[src/rtl/spi_slave.sv]
// SPI slave front end: deserialises 10-bit command/payload frames and serialises
// an 8-bit readback byte after a read-data command frame.
module spi_slave (
  input  logic       clk,
  input  logic       rst_n,
  input  logic       MOSI,
  input  logic       SS_n,
  output logic       MISO,
  output logic [9:0] rx_data,
  output logic       rx_valid,
  input  logic [7:0] tx_data,
  input  logic       tx_valid
);

  typedef enum logic [2:0] {
    StIdle,
    StChkCmd,
    StWrite,
    StReadAdd,
    StReadData
  } state_e;

  state_e     r_state;
  logic [8:0] r_shift;
  logic [3:0] r_bit_cnt;
  logic       r_frame_done;
  logic       r_rd_addr_done;
  logic       r_tx_loaded;
  logic [7:0] r_tx_shift;
  logic [3:0] r_tx_cnt;
  logic       r_miso;
  logic       r_rx_valid;
  logic [9:0] r_rx_data;

  logic [9:0] w_frame;
  logic       w_last_bit;

  // The bit on MOSI this edge completes the frame when the counter has reached 9.
  assign w_frame    = {r_shift, MOSI};
  assign w_last_bit = (r_bit_cnt == 4'd9);

  always_ff @(posedge clk or negedge rst_n) begin
    if (!rst_n) begin
      r_state        <= StIdle;
      r_shift        <= '0;
      r_bit_cnt      <= '0;
      r_frame_done   <= 1'b0;
      r_rd_addr_done <= 1'b0;
      r_tx_loaded    <= 1'b0;
      r_tx_shift     <= '0;
      r_tx_cnt       <= '0;
      r_miso         <= 1'b0;
      r_rx_valid     <= 1'b0;
      r_rx_data      <= '0;
    end else begin
      r_rx_valid <= 1'b0;
      if (SS_n) begin
        // Deselect aborts any partial frame; captured data and rd_addr_done survive.
        r_state      <= StIdle;
        r_bit_cnt    <= '0;
        r_tx_cnt     <= '0;
        r_frame_done <= 1'b0;
        r_tx_loaded  <= 1'b0;
        r_tx_shift   <= '0;
        r_miso       <= 1'b0;
      end else begin
        unique case (r_state)
          StIdle: begin
            r_state <= StChkCmd;
          end
          StChkCmd: begin
            r_shift   <= {8'd0, MOSI};
            r_bit_cnt <= 4'd1;
            if (!MOSI) begin
              r_state <= StWrite;
            end else if (r_rd_addr_done) begin
              r_state <= StReadData;
            end else begin
              r_state <= StReadAdd;
            end
          end
          StWrite, StReadAdd, StReadData: begin
            if (!r_frame_done) begin
              r_shift <= w_frame[8:0];
              if (w_last_bit) begin
                r_rx_data    <= w_frame;
                r_rx_valid   <= 1'b1;
                r_frame_done <= 1'b1;
                r_bit_cnt    <= '0;
                if (r_state == StReadAdd) begin
                  r_rd_addr_done <= 1'b1;
                end else if (r_state == StReadData) begin
                  r_rd_addr_done <= 1'b0;
                end
              end else begin
                r_bit_cnt <= r_bit_cnt + 4'd1;
              end
            end else if (r_state == StReadData) begin
              // Completed frames hold here, ignoring MOSI, until SS_n rises.
              if (!r_tx_loaded && tx_valid) begin
                r_tx_loaded <= 1'b1;
                r_miso      <= tx_data[7];
                r_tx_shift  <= {tx_data[6:0], 1'b0};
                r_tx_cnt    <= 4'd7;
              end else if (r_tx_cnt != 4'd0) begin
                r_miso     <= r_tx_shift[7];
                r_tx_shift <= {r_tx_shift[6:0], 1'b0};
                r_tx_cnt   <= r_tx_cnt - 4'd1;
              end else begin
                r_miso <= 1'b0;
              end
            end
          end
          default: begin
            r_state <= StIdle;
          end
        endcase
      end
    end
  end

  assign MISO     = r_miso;
  assign rx_data  = r_rx_data;
  assign rx_valid = r_rx_valid;

endmodule

[config.mk]
export PLATFORM = sky130hd
export DESIGN_NAME = spi_slave
export DESIGN_NICKNAME = d
export VERILOG_FILES = /design/src/rtl/spi_slave.sv
export SDC_FILE = /design/constraint.sdc
export NUM_CORES = 1
export LEC_CHECK = 0
export CORE_MARGIN = 3
export CORE_UTILIZATION = 55
export CTS_BUF_LIST = sky130_fd_sc_hd__clkbuf_16
export CTS_CLUSTER_SIZE = 24
export DETAILED_ROUTE_END_ITERATION = 8
export GPL_ROUTABILITY_DRIVEN = 0
export PLACE_DENSITY = 0.79
export SETUP_SLACK_MARGIN = 0.3
export SKIP_CTS_REPAIR_TIMING = 1
export SLEW_MARGIN = 20
export SYNTH_ARGS = -nofsm -noshare
export SYNTH_HDL_FRONTEND = slang
export SYNTH_SLANG_ARGS = --single-unit
[constraint.sdc]
create_clock -name clk -period 4.8 [get_ports clk]
set_input_delay 0.48 -clock clk [delete_from_list [all_inputs] [get_ports clk]]
set_output_delay 0.48 -clock clk [all_outputs]
set_load 0.03 [all_outputs]
## After elaboration in Yosys (flattened, before gate mapping)

Index checks and enable logic that the tools add are counted.

| cells by class | value |
|---|---|
| reductions and logical operators | 20 |
| multipliers | 0 |
| shift-type cells | 0 |
| div/mod/pow operators | 0 |
| equality and inequality tests | 8 |
| bitwise logic cells | 2 |
| muxes and demuxes | 42 |
| magnitude comparators | 0 |
| add/subtract/negate cells | 2 |

Operator list:

| operator | number |
|---|---|
| $mux 8 | 6 |
| $mux 4 | 9 |
| $mux 1 | 20 |
| $pmux 9 s2 | 1 |
| $reduce_and 4->1 | 3 |
| $reduce_bool 2->1 | 6 |
| $mux 3 | 3 |
| $mux 9 | 1 |
| $pmux 3 s3 | 1 |
| $pmux 4 s2 | 1 |
| $eq 3x2->1 const B | 2 |
| $reduce_and 3->1 | 2 |
| $reduce_bool 3->1 | 2 |
| $reduce_and 5->1 | 1 |
| $add 4x1->4 const B | 1 |
| $eq 4x4->1 const B | 1 |
| $ne 2x2->1 const B | 2 |
| $reduce_bool 4->1 | 1 |
| $sub 4x1->4 const B | 1 |
| $eq 3x1->1 const B | 1 |
| $eq 3x3->1 const B | 1 |
| $logic_not 3->1 | 1 |
| $ne 3x3->1 const B | 1 |
| $reduce_or 3->1 | 1 |
| 4 further kinds | 5 |

| word-level totals | value |
|---|---|
| bits in writable memories | 0 |
| register bits after elaboration | 43 |
| input port bits | 13 |
| latch bits | 0 |
| bits in read-only memories | 0 |
| memories | 0 |
| output and inout bits | 12 |
| logic and storage cells | 85 |

## Depth between registers and ports, before layout

| depth | value |
|---|---|
| word-level depth | 7 |
| depth in mapped cells | 7 |
| gate-level depth less buffers | 6 |

## Worst setup path before layout

Ideal clock, no wire load.

| path | value |
|---|---|
| kind | register -> register |
| from | reg r_state[0] |
| to | reg r_rx_data[1], in the netlist rx_data[1] |
| clock period less this slack | 1.727 ns |
| setup time | 0.125 ns |
| path buffers | 2 |
| data arrival time | 1.602 ns |
| required time | 4.675 ns |
| setup slack | 3.073 ns |
| cell stages (with the launch flop) | 7 |
| path through | dfrtp_1 > buf_6 > or3b_4 > a21boi_2 > nand2_2 > buf_6 > mux2_4 |

| between the ends | value |
|---|---|
| longest elaborated chain between the ends | 3 |

Ends and longest elaborated chain:

| element | line | text |
|---|---|---|
| start: declaration | 23 | `state_e r_state;` |
| start signal: assignment | 44 | `r_state <= StIdle;` |
| start signal: assignment | 59 | `r_state <= StIdle;` |
| start signal: assignment | 69 | `r_state <= StChkCmd;` |
| $eq 3x2->1 or $eq 3x3->1 (tied branches) | 67 | `unique case (r_state)` |
| $reduce_or 3->1 (*) | 67 |  |
| $reduce_and 4->1 (no line) (*) | n/a |  |
| end signal: assignment | 86 | `r_rx_data <= w_frame;` |
| end: declaration | 33 | `logic [9:0] r_rx_data;` |

Mark *: on every way between the ends. The rest lies on a longest branch, timed or not.
A chain may end at the register's enable or synchronous reset.

## Final worst setup path

| path | value |
|---|---|
| from | in SS_n |
| to | reg r_rx_data[3], in the netlist rx_data[3] |

| between the ends | value |
|---|---|
| longest elaborated chain between the ends | 2 |

Ends and longest elaborated chain:

| element | line | text |
|---|---|---|
| start: declaration | 7 | `input logic SS_n,` |
| $not 1->1 (no line) | n/a |  |
| $reduce_and 4->1 (no line) | n/a |  |

Every way passes these cells.

==> run summary <==
SYNTH
----------------------------------------------------------------------------------------
Flops & latches, synth                                                                42
Average instance area after synthesis                                         11.0 sq um
Number of standard cells after synthesis                                             187
Post-synthesis sequential area ratio                                               51.0%
Post-synthesis cell area                                                      2060 sq um
Number of enable flip-flop cells after synthesis                                       0
Count of warnings emitted by yosys                                                     0
Flip-flop cell with the highest count after synthesis                       sky130_fd_sc_hd__dfrtp_1
Syn_nets                                                                             203
Async set-or-reset flop fraction in the synthesized netlist                         100%
Count of unique library cells instantiated by Yosys                                   44

GRT
----------------------------------------------------------------------------------------
Remaining Overflow, GRT                                                                0
Met1 Usage GRT                                                                     26.6%
Met2 Usage GRT                                                                     31.7%
Maximum number of pins on one net before global-route repair                          43
Global-route usage over all layers                                                 19.7%
Most crowded layer after global routing                                             met2
Met3 global-route usage                                                            4.99%
Global-route wire length before repair                                           6.66 mm
Via count of the first global-routing pass                                          1376
Antenna violations before repair                                                       0

TIMING
----------------------------------------------------------------------------------------
Smallest hold slack                                                               333 ps
Worst relative slew slack                                                          38.9%
Final worst slack                                                                2070 ps
Number of hold-slack violations in the final timing report                             0
Final Slew Violations                                                                  0
Post-route clock skew                                                            5.19 ps
Peak Freq                                                                      0.366 GHz
Share of the clock period used by the worst path after layout                      56.9%
Clock period minus final worst setup slack                                       2730 ps
RSZ-0062 raised after global routing                                               false
Actual transition at the worst max-transition pin                                 917 ps
Endpoints failing setup                                                                0
Summed negative setup slack over all endpoints                                      0 ps

ROUTING
----------------------------------------------------------------------------------------
Vias                                                                                1461
Number of search-and-repair iterations in the first detailed-routing pass              4
Initial detailed-routing violation count                                              79
DRC Markers                                                                            0
WL/cell                                                                          15.5 um
Routed wire length                                                               3.90 mm
DR vias/cell                                                                        5.80
Count of nets left with antenna violations after detail routing                        0

FINISH
----------------------------------------------------------------------------------------
Footprint of the multi-input gates                                             901 sq um
Final antenna diode count                                                              0
Fin cells                                                                            252
Share of the core filled with cells                                                69.8%
Number of fill cells in the layout                                                   256
Layout area overhead                                                               17.4%
Reg area                                                                      1050 sq um
# nets final                                                                         221
Share of final-layout standard cells stronger than drive strength 1                14.1%

FLOORPLANNING
----------------------------------------------------------------------------------------
Area of the placeable core                                                    3470 sq um
I/O pin count                                                                         25
Cell Rows                                                                             21
Die span in x                                                                    67.2 um
Die ar.                                                                       4520 sq um
Effective utilization at floorplan                                                 59.5%
Die Height                                                                       67.2 um

CTS
----------------------------------------------------------------------------------------
Clock Sink Count                                                                      42
Total CTS buffers                                                                      5
Clock transition at path regs                                                      60 ps
Clock tree from TritonCTS                                                           done
Clock insertion delay at the later pin of the skew report                         280 ps
Cell at the root of the clock tree                                          sky130_fd_sc_hd__clkbuf_16
H-Tree Depth                                                                           2
Clock tree buffer depth                                                                2

CRITICAL PATH
----------------------------------------------------------------------------------------
Critical-path top delay cell                                                sky130_fd_sc_hd__clkdlybuf4s50_1
Worst Path Max Fanout                                                                 22
Total buffers and inverters traversed by the critical path                             1
Delay-heaviest family, CP                                                   buffers and inverters
Worst endpoint data arrival time                                                 2900 ps
Data required, critical path                                                     4970 ps
Kind of capture point of the worst setup path                                  flip-flop
Launch point of the worst reg-to-reg path                                     r_state[2]
Setup crit start kind                                                         input port
Flop-to-flop setup slack                                                         2500 ps
Cell-by-cell trace of the critical path                                     clkdlybuf4s50_1 -> nor2_1 -> a21boi_2 -> nand2_2 -> mux2_4
Worst r2r dst                                                                 rx_data[3]
CP peak stage delay                                                               810 ps
Crit path kind                                                              input port to flip-flop
Register-to-Register Path Depth                                                        4

POWER AND IR DROP
----------------------------------------------------------------------------------------
Clock network power share                                                          40.4%
Logic pwr share                                                                    11.0%
Areal power density over the cells                                           343 nW/um^2
VDD IR-drop max                                                                   293 uV
Part of the power in registers                                                     48.6%
Leak Pwr                                                                         1.06 nW
Sw Share                                                                           25.8%
Switching power summed over all nets                                              214 uW
Internal power                                                                    615 uW

PLACED DESIGN
----------------------------------------------------------------------------------------
Half-perimeter wire length after placement                                       2.65 mm
Number of buffers inserted by port buffering                                          24
Post-Place Cells                                                                     244
Worst slack, placed                                                              1780 ps

RUN
----------------------------------------------------------------------------------------
# Max-Cap Violations                                                                   0

HOLD PATH
----------------------------------------------------------------------------------------
Worst min-delay path category                                               input port to async pin

STATUS
----------------------------------------------------------------------------------------
Status                                                                         completed

-- flip-flops by register name (all words and copies together), names as in the netlist --
name,cells
MISO,1
r_bit_cnt,4
r_frame_done,1
r_rd_addr_done,1
r_shift,9
r_state,3
r_tx_cnt,4
r_tx_loaded,1
r_tx_shift,7
rx_data,10
rx_valid,1
-- layout make-up --
| cell class | instances | share of cell area, % |
|---|---|---|
| clock inverters | 3 | 1.03 |
| flip-flops and latches | 42 | 43.4 |
| well taps | 46 | 2.38 |
| inverters | 7 | 1.09 |
| repair buffers | 24 | 9.72 |
| multi-input cells | 125 | 37.2 |
| clock buffers | 5 | 5.17 |
-- layer usage --
layer  wire length, um  part of all wire (%)  up-vias
met3               149                   3.8        6
met4                38                  0.97        0
met2              2010                    52       32
met1              1700                    44      714
met5                 0                     0        -
li1                  -                     -      709
-- power groups by stage --
stage	clock (mW)	combinational, mW	sequential [mW]
2_1_floorplan	0	0.0751	0.396
3_3_place_gp	0	0.0875	0.406
3_5_place_dp	0	0.0909	0.407
4_1_cts	0.340	0.0916	0.402
5_1_grt	0.357	0.103	0.405
6_report	0.335	0.0913	0.403
-- worst max path at each step --
stage	from	endpoint	slack, ps	depth (start not counted)
6_report	SS_n	rx_data[3]	2070	5
5_1_grt	SS_n	rx_data[1]	1810	5
4_1_cts	SS_n	rx_data[3]	2090	5
3_5_place_dp	SS_n	rx_data[3]	1780	5
3_3_place_gp	SS_n	rx_data[7]	1920	5
2_1_floorplan	r_state[0]	rx_data[1]	3070	6
-- cell families after synthesis --
kind of cell,synth area share [%]
buffers and inverters,5.34
muxes,7.83
adders and majority gates,1.82
and+or+nand+nor,16.3
DFF,51.0
AOI/OAI and AO/OA,17.7
-- worst register-to-register path: stages, from the launching register on --
cell,delay (ps)
sky130_fd_sc_hd__dfrtp_1,530
sky130_fd_sc_hd__or3b_4,460
sky130_fd_sc_hd__a21boi_2,480
sky130_fd_sc_hd__nand2_2,340
sky130_fd_sc_hd__mux2_4,390
-- cells in the final DEF, fill, tap and decap left out, types with 2 or more instances in the layout --
cell type / instances
sky130_fd_sc_hd__nor3_1: 5
sky130_fd_sc_hd__nor2b_1: 2
sky130_fd_sc_hd__clkdlybuf4s50_1: 23
sky130_fd_sc_hd__nor2_1: 15
sky130_fd_sc_hd__dfrtp_1: 42
sky130_fd_sc_hd__a211oi_1: 2
sky130_fd_sc_hd__and3b_1: 3
sky130_fd_sc_hd__a22o_1: 8
sky130_fd_sc_hd__a311oi_1: 7
sky130_fd_sc_hd__inv_1: 7
sky130_fd_sc_hd__a31oi_1: 2
sky130_fd_sc_hd__o21ai_0: 8
sky130_fd_sc_hd__ha_1: 3
sky130_fd_sc_hd__mux2_4: 10
sky130_fd_sc_hd__clkbuf_16: 5
sky130_fd_sc_hd__a21oi_1: 7
sky130_fd_sc_hd__nand2_1: 20
sky130_fd_sc_hd__nor3b_1: 3
sky130_fd_sc_hd__nand2b_1: 6
sky130_fd_sc_hd__nand3_1: 2
-- metrics by stage --
| step | instance area [sq um] | power [mW] |
|---|---|---|
| 5_1_grt | 2420 | 0.865 |
| 3_5_place_dp | 2270 | 0.498 |
| 2_1_floorplan | 2060 | 0.471 |
| 6_report | 2420 | 0.829 |
| 4_1_cts | 2420 | 0.834 |
| 3_3_place_gp | 2270 | 0.494 |
-- cells in the mapped netlist (2+ instances only) --
cell type | n | area [sq um]
sky130_fd_sc_hd__dfrtp_1 | 42 | 1050
sky130_fd_sc_hd__nand2_1 | 20 | 75.1
sky130_fd_sc_hd__nor2_1 | 15 | 56.3
sky130_fd_sc_hd__mux2_4 | 10 | 150
sky130_fd_sc_hd__a22o_1 | 8 | 70.1
sky130_fd_sc_hd__o21ai_0 | 8 | 40.0
sky130_fd_sc_hd__a21oi_1 | 7 | 35.0
sky130_fd_sc_hd__a311oi_1 | 7 | 61.3
sky130_fd_sc_hd__inv_1 | 7 | 26.3
sky130_fd_sc_hd__clkbuf_1 | 6 | 22.5
sky130_fd_sc_hd__nand2b_1 | 6 | 37.5
sky130_fd_sc_hd__nor3_1 | 5 | 25.0
sky130_fd_sc_hd__and3b_1 | 3 | 26.3
sky130_fd_sc_hd__buf_4 | 3 | 22.5
sky130_fd_sc_hd__buf_6 | 3 | 33.8
sky130_fd_sc_hd__ha_1 | 3 | 37.5
sky130_fd_sc_hd__nor3b_1 | 3 | 22.5
sky130_fd_sc_hd__a211oi_1 | 2 | 15.0
sky130_fd_sc_hd__a31oi_1 | 2 | 12.5
sky130_fd_sc_hd__nand3_1 | 2 | 10.0
sky130_fd_sc_hd__nor2b_1 | 2 | 12.5
No activity file was read; power rests on OpenSTA's default activity.
